## src/rtl/i2s_tx_10xe_axi4_lite_regs.sv

```systemverilog
// i2s_tx_10xe_axi4_lite_regs: AXI4-Lite control/status registers for the I2S TX.
// Ports: s_axi_ctrl_* AXI4-Lite slave (8-bit address, 32-bit data), core_en,
//   sclk_div, ch01_mux to the serializer; underflow_pulse in; irq level out.
// Optional: define I2S_TX_10XE_WSTRB_EN to add s_axi_ctrl_wstrb byte lanes.
module i2s_tx_10xe_axi4_lite_regs #(
    parameter logic [31:0] C_VERSION      = 32'h0001_0000,
    parameter logic [7:0]  C_SCLK_DIV_RST = 8'd4
) (
    input  logic        s_axi_ctrl_aclk,
    input  logic        s_axi_ctrl_areset,
    input  logic [7:0]  s_axi_ctrl_awaddr,
    input  logic        s_axi_ctrl_awvalid,
    output logic        s_axi_ctrl_awready,
    input  logic [31:0] s_axi_ctrl_wdata,
`ifdef I2S_TX_10XE_WSTRB_EN
    input  logic [3:0]  s_axi_ctrl_wstrb,
`endif
    input  logic        s_axi_ctrl_wvalid,
    output logic        s_axi_ctrl_wready,
    output logic [1:0]  s_axi_ctrl_bresp,
    output logic        s_axi_ctrl_bvalid,
    input  logic        s_axi_ctrl_bready,
    input  logic [7:0]  s_axi_ctrl_araddr,
    input  logic        s_axi_ctrl_arvalid,
    output logic        s_axi_ctrl_arready,
    output logic [31:0] s_axi_ctrl_rdata,
    output logic [1:0]  s_axi_ctrl_rresp,
    output logic        s_axi_ctrl_rvalid,
    input  logic        s_axi_ctrl_rready,
    output logic        core_en,
    output logic [7:0]  sclk_div,
    output logic [2:0]  ch01_mux,
    input  logic        underflow_pulse,
    output logic        irq
);

    localparam logic [7:0] A_VERSION = 8'h00;
    localparam logic [7:0] A_CTRL    = 8'h08;
    localparam logic [7:0] A_IRQ_EN  = 8'h10;
    localparam logic [7:0] A_IRQ_STS = 8'h14;
    localparam logic [7:0] A_TIMING  = 8'h20;
    localparam logic [7:0] A_CH01    = 8'h30;

    logic        clk;
    logic        rst;
    logic        aw_full;
    logic        w_full;
    logic [7:0]  aw_addr_q;
    logic [31:0] wdata_q;
    logic [3:0]  be;
    logic        wr_fire;
    logic        sel_ctrl;
    logic        sel_en;
    logic        sel_sts;
    logic        sel_tim;
    logic        sel_ch;
    logic        wr_ok;
    logic        sts_clr;
    logic        en_g;
    logic        en_uf;
    logic        sts_uf;
    logic [31:0] rd_data;
    logic        rd_err;
    logic        unused_ok;

    assign clk = s_axi_ctrl_aclk;
    assign rst = s_axi_ctrl_areset;

`ifdef I2S_TX_10XE_WSTRB_EN
    logic [3:0] wstrb_q;
    assign be = wstrb_q;
`else
    assign be = 4'hF;
`endif

    assign unused_ok = ^{wdata_q[30:8], be[2:1]};

    assign s_axi_ctrl_awready = ~aw_full;
    assign s_axi_ctrl_wready  = ~w_full;
    assign s_axi_ctrl_arready = ~s_axi_ctrl_rvalid;

    // Commit only once per latched pair; bvalid blocks re-firing.
    assign wr_fire = aw_full & w_full & ~s_axi_ctrl_bvalid;

    always_comb begin
        sel_ctrl = 1'b0;
        sel_en   = 1'b0;
        sel_sts  = 1'b0;
        sel_tim  = 1'b0;
        sel_ch   = 1'b0;
        case (aw_addr_q)
            A_CTRL:    sel_ctrl = 1'b1;
            A_IRQ_EN:  sel_en   = 1'b1;
            A_IRQ_STS: sel_sts  = 1'b1;
            A_TIMING:  sel_tim  = 1'b1;
            A_CH01:    sel_ch   = 1'b1;
            default:   ;
        endcase
    end

    assign wr_ok   = sel_ctrl | sel_en | sel_sts | sel_tim | sel_ch;
    assign sts_clr = wr_fire & sel_sts & be[0] & wdata_q[0];

    always_ff @(posedge clk or posedge rst) begin
        if (rst) begin
            aw_full           <= 1'b0;
            w_full            <= 1'b0;
            aw_addr_q         <= '0;
            wdata_q           <= '0;
            s_axi_ctrl_bvalid <= 1'b0;
            s_axi_ctrl_bresp  <= 2'b00;
`ifdef I2S_TX_10XE_WSTRB_EN
            wstrb_q           <= '0;
`endif
        end else begin
            if (s_axi_ctrl_awvalid && !aw_full) begin
                aw_full   <= 1'b1;
                aw_addr_q <= s_axi_ctrl_awaddr;
            end
            if (s_axi_ctrl_wvalid && !w_full) begin
                w_full  <= 1'b1;
                wdata_q <= s_axi_ctrl_wdata;
`ifdef I2S_TX_10XE_WSTRB_EN
                wstrb_q <= s_axi_ctrl_wstrb;
`endif
            end
            if (wr_fire) begin
                s_axi_ctrl_bvalid <= 1'b1;
                s_axi_ctrl_bresp  <= wr_ok ? 2'b00 : 2'b10;
            end else if (s_axi_ctrl_bvalid && s_axi_ctrl_bready) begin
                s_axi_ctrl_bvalid <= 1'b0;
                aw_full           <= 1'b0;
                w_full            <= 1'b0;
            end
        end
    end

    always_ff @(posedge clk or posedge rst) begin
        if (rst) begin
            core_en  <= 1'b0;
            sclk_div <= C_SCLK_DIV_RST;
            ch01_mux <= 3'd0;
            en_g     <= 1'b0;
            en_uf    <= 1'b0;
            sts_uf   <= 1'b0;
            irq      <= 1'b0;
        end else begin
            if (wr_fire) begin
                if (sel_ctrl && be[0]) core_en  <= wdata_q[0];
                if (sel_tim && be[0])  sclk_div <= wdata_q[7:0];
                if (sel_ch && be[0])   ch01_mux <= wdata_q[2:0];
                if (sel_en && be[3])   en_g     <= wdata_q[31];
                if (sel_en && be[0])   en_uf    <= wdata_q[0];
            end
            // A new pulse wins over a same-cycle clear.
            sts_uf <= underflow_pulse | (sts_uf & ~sts_clr);
            irq    <= en_g & en_uf & sts_uf;
        end
    end

    always_comb begin
        rd_data = '0;
        rd_err  = 1'b0;
        case (s_axi_ctrl_araddr)
            A_VERSION: rd_data = C_VERSION;
            A_CTRL:    rd_data = {31'd0, core_en};
            A_IRQ_EN:  rd_data = {en_g, 30'd0, en_uf};
            A_IRQ_STS: rd_data = {31'd0, sts_uf};
            A_TIMING:  rd_data = {24'd0, sclk_div};
            A_CH01:    rd_data = {29'd0, ch01_mux};
            default:   rd_err  = 1'b1;
        endcase
    end

    always_ff @(posedge clk or posedge rst) begin
        if (rst) begin
            s_axi_ctrl_rvalid <= 1'b0;
            s_axi_ctrl_rdata  <= '0;
            s_axi_ctrl_rresp  <= 2'b00;
        end else if (s_axi_ctrl_arvalid && !s_axi_ctrl_rvalid) begin
            s_axi_ctrl_rvalid <= 1'b1;
            s_axi_ctrl_rdata  <= rd_data;
            s_axi_ctrl_rresp  <= rd_err ? 2'b10 : 2'b00;
        end else if (s_axi_ctrl_rvalid && s_axi_ctrl_rready) begin
            s_axi_ctrl_rvalid <= 1'b0;
        end
    end

endmodule

```

## config.mk

```make
export PLATFORM = sky130hd
export DESIGN_NAME = i2s_tx_10xe_axi4_lite_regs
export DESIGN_NICKNAME = d
export VERILOG_FILES = /design/src/rtl/i2s_tx_10xe_axi4_lite_regs.sv
export SDC_FILE = /design/constraint.sdc
export NUM_CORES = 1
export LEC_CHECK = 0
export CORE_MARGIN = 1.5
export CORE_UTILIZATION = 30
export DETAILED_ROUTE_END_ITERATION = 6
export PLACE_DENSITY_LB_ADDON = 0.05
export SETUP_SLACK_MARGIN = 0.2
export SYNTH_ARGS = -nofsm -noshare
export SYNTH_HDL_FRONTEND = slang
export SYNTH_SLANG_ARGS = --single-unit
```

## constraint.sdc

```tcl
create_clock -name s_axi_ctrl_aclk -period 1.9 [get_ports s_axi_ctrl_aclk]
set_input_delay 0.19 -clock s_axi_ctrl_aclk [delete_from_list [all_inputs] [get_ports s_axi_ctrl_aclk]]
set_output_delay 0.19 -clock s_axi_ctrl_aclk [all_outputs]
set_load 0.005 [all_outputs]
```

==> reports/qor.yml <==
status: "finished, final reports clean"
clockBufferDepth: 2
intPower_mw: 2.46
multiInputGateArea_um2: 887
netSwitchingFraction: 0.270
syn-mean-instance-area_um2: 12.3
power_frac_comb: 0.265
cts_buffers: 5
ys_seq_area_frac: 0.550
cts_sinks: 49
max_freq_ghz: 0.540
grt_pass1_wl_um: 7180
final_area_um2: 3100
worstPathRequired_ns: 2.09
die_h_um: 89.2
mostFrequentLayoutCells: "clkdlybuf4s50_1, dfrtp_1, mux2_2"
regArea_um2: 1230
drive_above_1_share: 0.227
dp.cells: 347
syn_inst: 181
drtIter0Drc: 62
endpoint_kind: "flop"
p_clk_frac: 0.256
nNetsFinal: 311
p_seq_frac: 0.479
cts_root_buffer: "clkbuf_8"
die_w_um: 89.2
synthesis.area_um2: 2230
p_switching_mw: 0.912
layoutNonFillerInstCount: 355
via_per_inst: 4.32
dieArea_um2: 7960
grt_max_degree: 27
dr.pass1.iters: 4
fp-row-count: 31
setup_slack_ns: 0.0489
final_common_cell: "clkdlybuf4s50_1"
powerDensity_nw_per_um2: 1090
synth_seq_cells: 49
start_util: 0.309
place_ws_ns: 0.0422
globalplace.congestion: 0.779
cts_tree: "done"
port_buffers: 62
clk_pin_slew_ns: 0.09
p_leak_nw: 1.37
num-fill-cells: 725
grt_pass1_vias: 1497
drc: 0
post_drt_wl_per_cell_um: 13.1
overflow: 0
area_delta_synth_final_pct: 39.1
vdd_drop_max_mv: 0.472
hpwlAfterDp_um: 3570
grt_antenna_before_repair: 0
synthTopCellsByArea: "dfrtp_1, mux2_2, buf_4"
fin_crit_ns: 1.85
yosys.area.top_type: "dfrtp_1"
start_kind: "flop"
place_area_um2: 2950
max-cap-violations: 0
num_antenna_cells: 0
cts_setup_buffers: 0
setup_viol: 0
yosys_warnings: 0
finClkSkew_ns: 0.00588
post-route-period-util: 0.974
ioPinCount: 110
vias: 1534
grt_usage: 0.121
slew_violations: 0
total_power_mw: 3.37
core_area_um2: 7210
rsz0062_at_grt: "true"
htree_levels: 2
clock_latency_ns: 0.30
crit_type: "reg2reg"
ant_nets: 0
synth_cell_types: 31
synth_top_area_frac: 0.538
min_path_type: "in2async"
routed_wl_um: 4660
tns_ns: 0
crit_fanout: 8
cp.arrival_ns: 2.04
hold_violations: 0
final timing paths:
check	slack [ns]	cells after the start	start	end
setup / recovery	0.05	5	aw_addr_q[7]$_DFFE_PP0P_	sclk_div[3]$_DFFE_PP0P_
hold / removal	0.13	2	s_axi_ctrl_areset	wdata_q[1]$_DFFE_PP0P_
setup reg to reg	0.05	5	aw_addr_q[7]$_DFFE_PP0P_	sclk_div[3]$_DFFE_PP0P_
hold reg to reg	0.47	2	s_axi_ctrl_rdata[16]$_DFFE_PP0P_	s_axi_ctrl_rdata[16]$_DFFE_PP0P_
max in group asynchronous	1.29	3	s_axi_ctrl_areset	s_axi_ctrl_rdata[2]$_DFFE_PP0P_
min in group s_axi_ctrl_aclk	0.45	2	s_axi_ctrl_rready	s_axi_ctrl_rvalid$_DFFE_PP0P_
cell usage after synthesis, drive strengths merged:
| cell | instances |
|---|---|
| and3 | 2 |
| and4 | 1 |
| nor4 | 2 |
| dfstp | 1 |
| a21oi | 4 |
| a22o | 5 |
| o211ai | 1 |
| conb | 1 |
| nor3 | 2 |
| nor3b | 1 |
| or4 | 2 |
| mux2i | 3 |
| o21ai | 6 |
| nand4 | 4 |
| inv | 6 |
| mux2 | 33 |
| a21o | 2 |
| a311oi | 1 |
| nor2b | 5 |
| buf | 24 |
| nand2 | 8 |
| dfrtp | 48 |
| clkbuf | 4 |
| nand3b | 1 |
| nor2 | 10 |
| nand3 | 3 |
| and4b | 1 |
per-stage QoR:
stage	util	hold slack [ns]
5_1_grt	0.430	0.151
2_1_floorplan	-	0.279
4_1_cts	0.428	0.136
6_report	0.430	0.135
3_5_place_dp	0.409	0.459
3_3_place_gp	0.409	0.454
repair_timing:
item	4_1_cts	5_1_grt
resized for setup	0	4
setup endpoints to repair	14	15
pin swaps	1	0
endpoints found under the hold margin	0	0
hold buffers	0	0
power groups by stage:
stage / sequential (mW) / clock (mW) / combinational (mW)
after floorplan: 1.57 / 0 / 0.523
after global routing: 1.67 / 0.946 / 0.991
after CTS: 1.62 / 0.902 / 0.896
final: 1.61 / 0.864 / 0.893
after detailed placement: 1.64 / 0 / 0.894
after global placement: 1.64 / 0 / 0.883
cell type report:
| class | instances | area share |
|---|---|---|
| multi-input cells | 121 | 0.286 |
| well taps | 99 | 0.0399 |
| repair buffers | 72 | 0.228 |
| inverters | 6 | 0.00726 |
| clock buffers | 5 | 0.0222 |
| clock inverters | 3 | 0.0210 |
| flip-flops and latches | 49 | 0.396 |
per-layer routing:
layer / part of all wire / up-vias / wire (um) / track usage
li1: - / 731 / - / -
met1: 0.46 / 740 / 2150 / 0.159
met2: 0.46 / 56 / 2160 / 0.196
met3: 0.064 / 7 / 299 / 0.0360
met4: 0.011 / 0 / 53 / 0.0336
met5: 0 / - / 0 / 0
flip-flops by register name, summed over array words and instances (netlist names):
name               cells
s_axi_ctrl_rvalid      1
wdata_q                9
s_axi_ctrl_bresp       1
w_full                 1
s_axi_ctrl_bvalid      1
sts_uf                 1
en_g                   1
aw_full                1
sclk_div               8
ch01_mux               3
s_axi_ctrl_rresp       1
en_uf                  1
aw_addr_q              8
irq                    1
s_axi_ctrl_rdata      10
core_en                1
critical path, cell delays in order, from the launching register on:
cell and delay (ns):
dfrtp_1 0.39, or4_4 0.57, nor3_4 0.18, buf_4 0.15
nand3_4 0.14, mux2_2 0.31
logic make-up (layout without fill, tap and decap cells):
kind of cell | after synthesis | in the layout | share of synthesized area
buffers and inverters | 34 | 86 | 0.0976
other | 1 | 24 | 0.00168
multiplexers | 36 | 36 | 0.180
flip-flops | 49 | 49 | 0.550
AO/OA/AOI/OAI | 19 | 19 | 0.0561
AND/OR/NAND/NOR | 42 | 42 | 0.114
Note: power is estimated with default switching activity, not from simulation.
